<file path="config.mk">
export PLATFORM = sky130hd
export DESIGN_NAME = morse_receiver
export DESIGN_NICKNAME = d
export VERILOG_FILES = /design/src/rtl/morse_pkg.sv /design/src/rtl/morse_unit_timer.sv /design/src/rtl/morse_receiver.sv
export SDC_FILE = /design/constraint.sdc
export NUM_CORES = 1
export LEC_CHECK = 0
export CORE_ASPECT_RATIO = 0.6
export CORE_MARGIN = 2
export CORE_UTILIZATION = 35
export CTS_CLUSTER_DIAMETER = 150
export CTS_CLUSTER_SIZE = 20
export DETAILED_ROUTE_END_ITERATION = 6
export HOLD_SLACK_MARGIN = 0.06
export PLACE_DENSITY = 0.47
export SLEW_MARGIN = 20
export SYNTH_ARGS = -nofsm -noshare
export SYNTH_HDL_FRONTEND = slang
export SYNTH_SLANG_ARGS = --single-unit
</file>
<file path="constraint.sdc">
create_clock -name CLOCK_50 -period 3 [get_ports CLOCK_50]
set_input_delay 0.6 -clock CLOCK_50 [delete_from_list [all_inputs] [get_ports CLOCK_50]]
set_output_delay 0.6 -clock CLOCK_50 [all_outputs]
set_load 0.02 [all_outputs]
</file>
<file path="src/rtl/morse_pkg.sv">
// Shared Morse definitions: FSM encoding, letter codes J..Q and the symbol table.
// Symbol patterns store the first symbol in bit 0; 1 = dash, 0 = dot.
package morse_pkg;

   typedef enum logic [1:0] {
      ST_IDLE  = 2'd0,
      ST_MARK  = 2'd1,
      ST_SPACE = 2'd2,
      ST_DONE  = 2'd3
   } morse_state_e;

   localparam int MAX_SYMBOLS = 4;

   localparam logic [2:0] LTR_J = 3'd0;
   localparam logic [2:0] LTR_K = 3'd1;
   localparam logic [2:0] LTR_L = 3'd2;
   localparam logic [2:0] LTR_M = 3'd3;
   localparam logic [2:0] LTR_N = 3'd4;
   localparam logic [2:0] LTR_O = 3'd5;
   localparam logic [2:0] LTR_P = 3'd6;
   localparam logic [2:0] LTR_Q = 3'd7;

   localparam logic [2:0] LEN_J = 3'd4;
   localparam logic [2:0] LEN_K = 3'd3;
   localparam logic [2:0] LEN_L = 3'd4;
   localparam logic [2:0] LEN_M = 3'd2;
   localparam logic [2:0] LEN_N = 3'd2;
   localparam logic [2:0] LEN_O = 3'd3;
   localparam logic [2:0] LEN_P = 3'd4;
   localparam logic [2:0] LEN_Q = 3'd4;

   // Unused high bits stay zero, so a pattern compares directly against sym.
   localparam logic [3:0] PAT_J = 4'b1110;  // .---
   localparam logic [3:0] PAT_K = 4'b0101;  // -.-
   localparam logic [3:0] PAT_L = 4'b0010;  // .-..
   localparam logic [3:0] PAT_M = 4'b0011;  // --
   localparam logic [3:0] PAT_N = 4'b0001;  // -.
   localparam logic [3:0] PAT_O = 4'b0111;  // ---
   localparam logic [3:0] PAT_P = 4'b0110;  // .--.
   localparam logic [3:0] PAT_Q = 4'b1011;  // --.-

   typedef struct packed {
      logic       hit;
      logic [2:0] code;
   } morse_match_t;

   function automatic morse_match_t match_symbols(input logic [2:0] cnt,
                                                  input logic [3:0] sym);
      morse_match_t m;
      m.hit  = 1'b1;
      m.code = 3'd0;
      case ({cnt, sym})
         {LEN_J, PAT_J}: m.code = LTR_J;
         {LEN_K, PAT_K}: m.code = LTR_K;
         {LEN_L, PAT_L}: m.code = LTR_L;
         {LEN_M, PAT_M}: m.code = LTR_M;
         {LEN_N, PAT_N}: m.code = LTR_N;
         {LEN_O, PAT_O}: m.code = LTR_O;
         {LEN_P, PAT_P}: m.code = LTR_P;
         {LEN_Q, PAT_Q}: m.code = LTR_Q;
         default:        m.hit  = 1'b0;
      endcase
      return m;
   endfunction

endpackage

</file>
<file path="src/rtl/morse_unit_timer.sv">
// Morse unit timer: prescaler producing a tick every CLK_PER_UNIT cycles plus a
// 3-bit saturating unit count. Both reset to zero on clear_i or while run_i is low.
module morse_unit_timer #(
   parameter int CLK_PER_UNIT = 25000000
) (
   input  logic       clk_i,
   input  logic       rst_ni,
   input  logic       run_i,
   input  logic       clear_i,
   output logic       tick_o,
   output logic [2:0] units_o
);

   localparam int            CW   = $clog2(CLK_PER_UNIT);
   localparam logic [CW-1:0] LAST = CW'(CLK_PER_UNIT - 1);

   logic [CW-1:0] pre_q, pre_d;
   logic [2:0]    units_q, units_d;

   assign tick_o  = run_i && (pre_q == LAST);
   assign units_o = units_q;

   always_comb begin
      pre_d   = pre_q;
      units_d = units_q;
      if (clear_i || !run_i) begin
         pre_d   = '0;
         units_d = '0;
      end else if (tick_o) begin
         pre_d = '0;
         if (units_q != 3'd7) begin
            units_d = units_q + 3'd1;
         end
      end else begin
         pre_d = pre_q + CW'(1);
      end
   end

   always_ff @(posedge clk_i or negedge rst_ni) begin
      if (!rst_ni) begin
         pre_q   <= '0;
         units_q <= '0;
      end else begin
         pre_q   <= pre_d;
         units_q <= units_d;
      end
   end

endmodule

</file>
<file path="src/rtl/morse_receiver.sv">
// Morse receiver: times key-down marks and key-up gaps and decodes letters J..Q.
// Optional MORSE_RX_SYNC_EN adds a 2-flop synchroniser on key_in.
module morse_receiver
   import morse_pkg::*;
#(
   parameter int CLK_PER_UNIT = 25000000,
   parameter int DASH_UNITS   = 2,
   parameter int GAP_UNITS    = 3
) (
   input  logic       CLOCK_50,
   input  logic       resetn,
   input  logic       key_in,
   output logic [2:0] letter,
   output logic       letter_valid,
   output logic       letter_err,
   output logic       busy,
   output logic       key_led
);

   localparam logic [3:0] DASH_L   = 4'(DASH_UNITS);
   localparam logic [2:0] GAP_LAST = 3'(GAP_UNITS - 1);

   logic key_s;
   logic key_led_q;

`ifdef MORSE_RX_SYNC_EN
   logic [1:0] sync_q;

   always_ff @(posedge CLOCK_50 or negedge resetn) begin
      if (!resetn) begin
         sync_q <= '0;
      end else begin
         sync_q <= {sync_q[0], key_in};
      end
   end

   assign key_s = sync_q[1];
`else
   assign key_s = key_in;
`endif

   morse_state_e state_q, state_d;
   logic [3:0]   sym_q, sym_d;
   logic [2:0]   sym_cnt_q, sym_cnt_d;
   logic         ovf_q, ovf_d;
   logic [2:0]   letter_q, letter_d;
   logic         valid_q, valid_d;
   logic         err_q, err_d;

   logic         tick;
   logic [2:0]   units;
   logic         timer_clear;
   logic [3:0]   mark_units;
   logic         is_dash;
   logic         gap_done;
   morse_match_t match;

   assign timer_clear = (state_d != state_q);

   morse_unit_timer #(
      .CLK_PER_UNIT(CLK_PER_UNIT)
   ) u_timer (
      .clk_i  (CLOCK_50),
      .rst_ni (resetn),
      .run_i  (state_q != ST_IDLE),
      .clear_i(timer_clear),
      .tick_o (tick),
      .units_o(units)
   );

   // A unit completing on the release cycle still counts towards the mark,
   // so an N-unit key-down classifies as N units despite the IDLE entry cycle.
   assign mark_units = {1'b0, units} + {3'b000, tick};
   assign is_dash    = (mark_units >= DASH_L);
   assign gap_done   = tick && (units == GAP_LAST);
   assign match      = match_symbols(sym_cnt_q, sym_q);

   always_comb begin
      state_d   = state_q;
      sym_d     = sym_q;
      sym_cnt_d = sym_cnt_q;
      ovf_d     = ovf_q;
      letter_d  = letter_q;
      valid_d   = 1'b0;
      err_d     = 1'b0;
      unique case (state_q)
         ST_IDLE: begin
            if (key_s) begin
               state_d = ST_MARK;
            end
         end
         ST_MARK: begin
            if (!key_s) begin
               if (sym_cnt_q == 3'(MAX_SYMBOLS)) begin
                  ovf_d = 1'b1;
               end else begin
                  sym_d[sym_cnt_q[1:0]] = is_dash;
                  sym_cnt_d             = sym_cnt_q + 3'd1;
               end
               state_d = ST_SPACE;
            end
         end
         ST_SPACE: begin
            // Gap completion outranks a same-cycle press; IDLE picks the press up.
            if (gap_done) begin
               if (match.hit && !ovf_q) begin
                  letter_d = match.code;
                  valid_d  = 1'b1;
               end else begin
                  err_d = 1'b1;
               end
               state_d = ST_DONE;
            end else if (key_s) begin
               state_d = ST_MARK;
            end
         end
         ST_DONE: begin
            sym_d     = '0;
            sym_cnt_d = '0;
            ovf_d     = 1'b0;
            state_d   = ST_IDLE;
         end
         default: state_d = ST_IDLE;
      endcase
   end

   always_ff @(posedge CLOCK_50 or negedge resetn) begin
      if (!resetn) begin
         state_q   <= ST_IDLE;
         sym_q     <= '0;
         sym_cnt_q <= '0;
         ovf_q     <= 1'b0;
         letter_q  <= '0;
         valid_q   <= 1'b0;
         err_q     <= 1'b0;
         key_led_q <= 1'b0;
      end else begin
         state_q   <= state_d;
         sym_q     <= sym_d;
         sym_cnt_q <= sym_cnt_d;
         ovf_q     <= ovf_d;
         letter_q  <= letter_d;
         valid_q   <= valid_d;
         err_q     <= err_d;
         key_led_q <= key_s;
      end
   end

   assign letter       = letter_q;
   assign letter_valid = valid_q;
   assign letter_err   = err_q;
   assign busy         = (state_q != ST_IDLE);
   assign key_led      = key_led_q;

endmodule
</file>
==> results.ini <==
[outcome]
outcome = complete, no violations

[layout]
fillerInstances = 699
finalNonFillerCells = 360
drive_gt1_frac = 0.0806
area_growth_syn_to_layout_pct = 13.4
diodes = 0
final_common_cell = dfrtp_1
layout_common_cells = 44 x dfrtp_1, 43 x nor2_1, 18 x nand2_1
fin_nets = 287

[logic_synthesis]
yosys_register_bits = 44
synth_top_cell_by_area = dfrtp_1
async_flop_share = 1.00
synth.top_cells.by_area = dfrtp_1 45%, nor2_1 6.5%, xor2_1 6.0%
syn_inst = 262
yosysTopAreaCellShare = 0.446
yosys_warnings = 0
synth.net_count = 276
avgSynthCellArea_um2 = 9.43
ys.flop_type = dfrtp_1
ys_seq_area_frac = 0.446
synth-edff-count = 0
syn_area_mm2 = 0.00247
synthDistinctLibCells = 44

[cts]
holdBufCountCts = 0
cts_setup_buffers = 0
insertion_delay_ns = 0.29
cts.htree.levels = 2
cts_buffer_depth = 2
cts_buffers = 5
cts_tree = done
postCtsResizedCells = 0
cts.sink_count = 44
cts.clk_slew.worst_paths_ns = 0.06
root_buffer = clkbuf_16

[route]
dr_wl_met3_um = 219
routed_wl_um = 5390
drcViolationCount = 0
wire_per_inst_um = 15.0
vias = 1849
wl_met1_um = 3340
wl_met2_um = 1780
drtIter0Drc = 84
routed.top_layer = met4
firstDrtPassIters = 4
drtAntennaViolNets = 0
vias_per_cell = 5.14

[floorplan]
placeableCoreArea_mm2 = 0.00676
core.rowCount = 23
die_area_mm2 = 0.00777
start_util = 0.365
die_h_um = 69.1
ios = 10
die_w_um = 112

[worst_setup_path]
arrival_ns = 2.87
endpoint_kind = flop
path_class = flop to flop
cp-start-kind = flop
path_max_fanout = 4
required_ns = 3.17
ff2ff_path_depth = 10

[min_path]
holdCritPathClass = input pin to asynchronous set/reset pin

[timing]
drv_slew = 0
timing.setup.tns_ns = 0
finalCritPeriodShare = 0.899
worst_slack_ns = 0.303
fmax_ghz = 0.371
finalCriticalPeriod_ns = 2.70
holdWs_ns = 0.265
setup_violations = 0
rsz0062_at_grt = false
max_slew_margin = 0.552
final_hold_viol_count = 0
fin_worst_skew_ns = 0.00744
tightest_slew_ns = 0.655

[grt]
track_usage = 0.154
grt_pass1_vias = 1770
grt_pass1_wl_um = 9470
antenna_found_initial = 0
grt_max_degree = 26
grt-ovfl-total = 0

[placement]
dp_slack_ns = 0.310
dp_hpwl_um = 3940
finalWeightedCongestion = 0.806
numPlacedInstances = 353
numPortBuffers = 9

[pwr]
power_density_mw_per_mm2 = 566
vdd_drop_max_mv = 0.189
p_leak_nw = 1.22

[run]
maxCapViolations = 0

==> cell type report <==
type	count	area, um2	share of cell area
Tap cell	87	109	0.0388
Sequential cell	44	1100	0.393
Multi-Input combinational cell	194	1260	0.450
Inverter	13	48.8	0.0174
Clock buffer	7	153	0.0545
Timing Repair Buffer	15	130	0.0464
==> power by group <==
group,total (mW),switching (mW),internal [mW],leakage [nW]
Combinational,0.288,0.167,0.121,0.547
Clock,0.576,0.226,0.350,0.0760
Sequential,0.722,0.0792,0.643,0.599
==> routing by layer <==
layer | track usage | vias to the layer above
met5 | 0 | -
met3 | 0.0431 | 5
met2 | 0.169 | 21
li1 | - | 931
met1 | 0.271 | 892
met4 | 0.0407 | 0
==> metrics by stage <==
step | power, mW | instance area, um2 | util
final | 1.59 | 2800 | 0.414
after global routing | 1.69 | 2800 | 0.414
after CTS | 1.61 | 2800 | 0.414
after detailed placement | 1.02 | 2650 | 0.392
after global placement | 1.03 | 2650 | 0.392
after floorplan | 0.928 | 2470 | -
==> synth_stat cells (all sizes together) (6+ instances only) <==
master,number
inv,13
xnor2,7
nand3,13
nand2,18
xor2,17
ha,11
a21oi,11
clkbuf,6
dfrtp,44
nor2,43
nand4,8
==> state kept, by name, summed over array words and instances (netlist names) <==
register	flops
sym_cnt_q	3
u_timer.pre_q	25
state_q	2
key_led	1
ovf_q	1
letter_err	1
u_timer.units_o	3
letter_valid	1
letter	3
sym_q	4
==> kinds of logic (layout without fill, tap and decap cells) <==
| group | count (synthesis) | in the layout | share of synthesized area |
|---|---|---|---|
| AND/OR/NAND/NOR | 121 | 121 | 0.260 |
| flip-flops | 44 | 44 | 0.446 |
| AO/OA/AOI/OAI | 32 | 32 | 0.0805 |
| XOR/XNOR | 24 | 24 | 0.0851 |
| buffers and inverters | 24 | 35 | 0.0441 |
| adder cells (fa/ha/maj) | 11 | 11 | 0.0557 |
| multiplexers | 6 | 6 | 0.0289 |
==> path summary, 6_finish.rpt <==
| kind | start | to | slack, ns |
|---|---|---|---|
| max | u_timer.pre_q[9] | sym_q[1] | 0.30 |
| min | resetn | u_timer.pre_q[22] | 0.26 |
| max reg2reg | u_timer.pre_q[9] | sym_q[1] | 0.30 |
| min reg2reg | ovf_q | letter_valid | 0.48 |
| max in group asynchronous | resetn | letter[1] | 2.03 |
| min in group CLOCK_50 | ovf_q | letter_valid | 0.48 |
==> worst max-delay path, stage by stage (launching register included) <==
cell	delay (ns)
dfrtp_1	0.42
or4b_1	0.53
or4b_4	0.52
nor4_4	0.17
ha_1	0.21
ha_1	0.16
nand2_1	0.06
a21oi_1	0.12
o21bai_1	0.14
a31oi_1	0.20
nor2_1	0.05
Note: power is estimated with default switching activity, not from simulation.
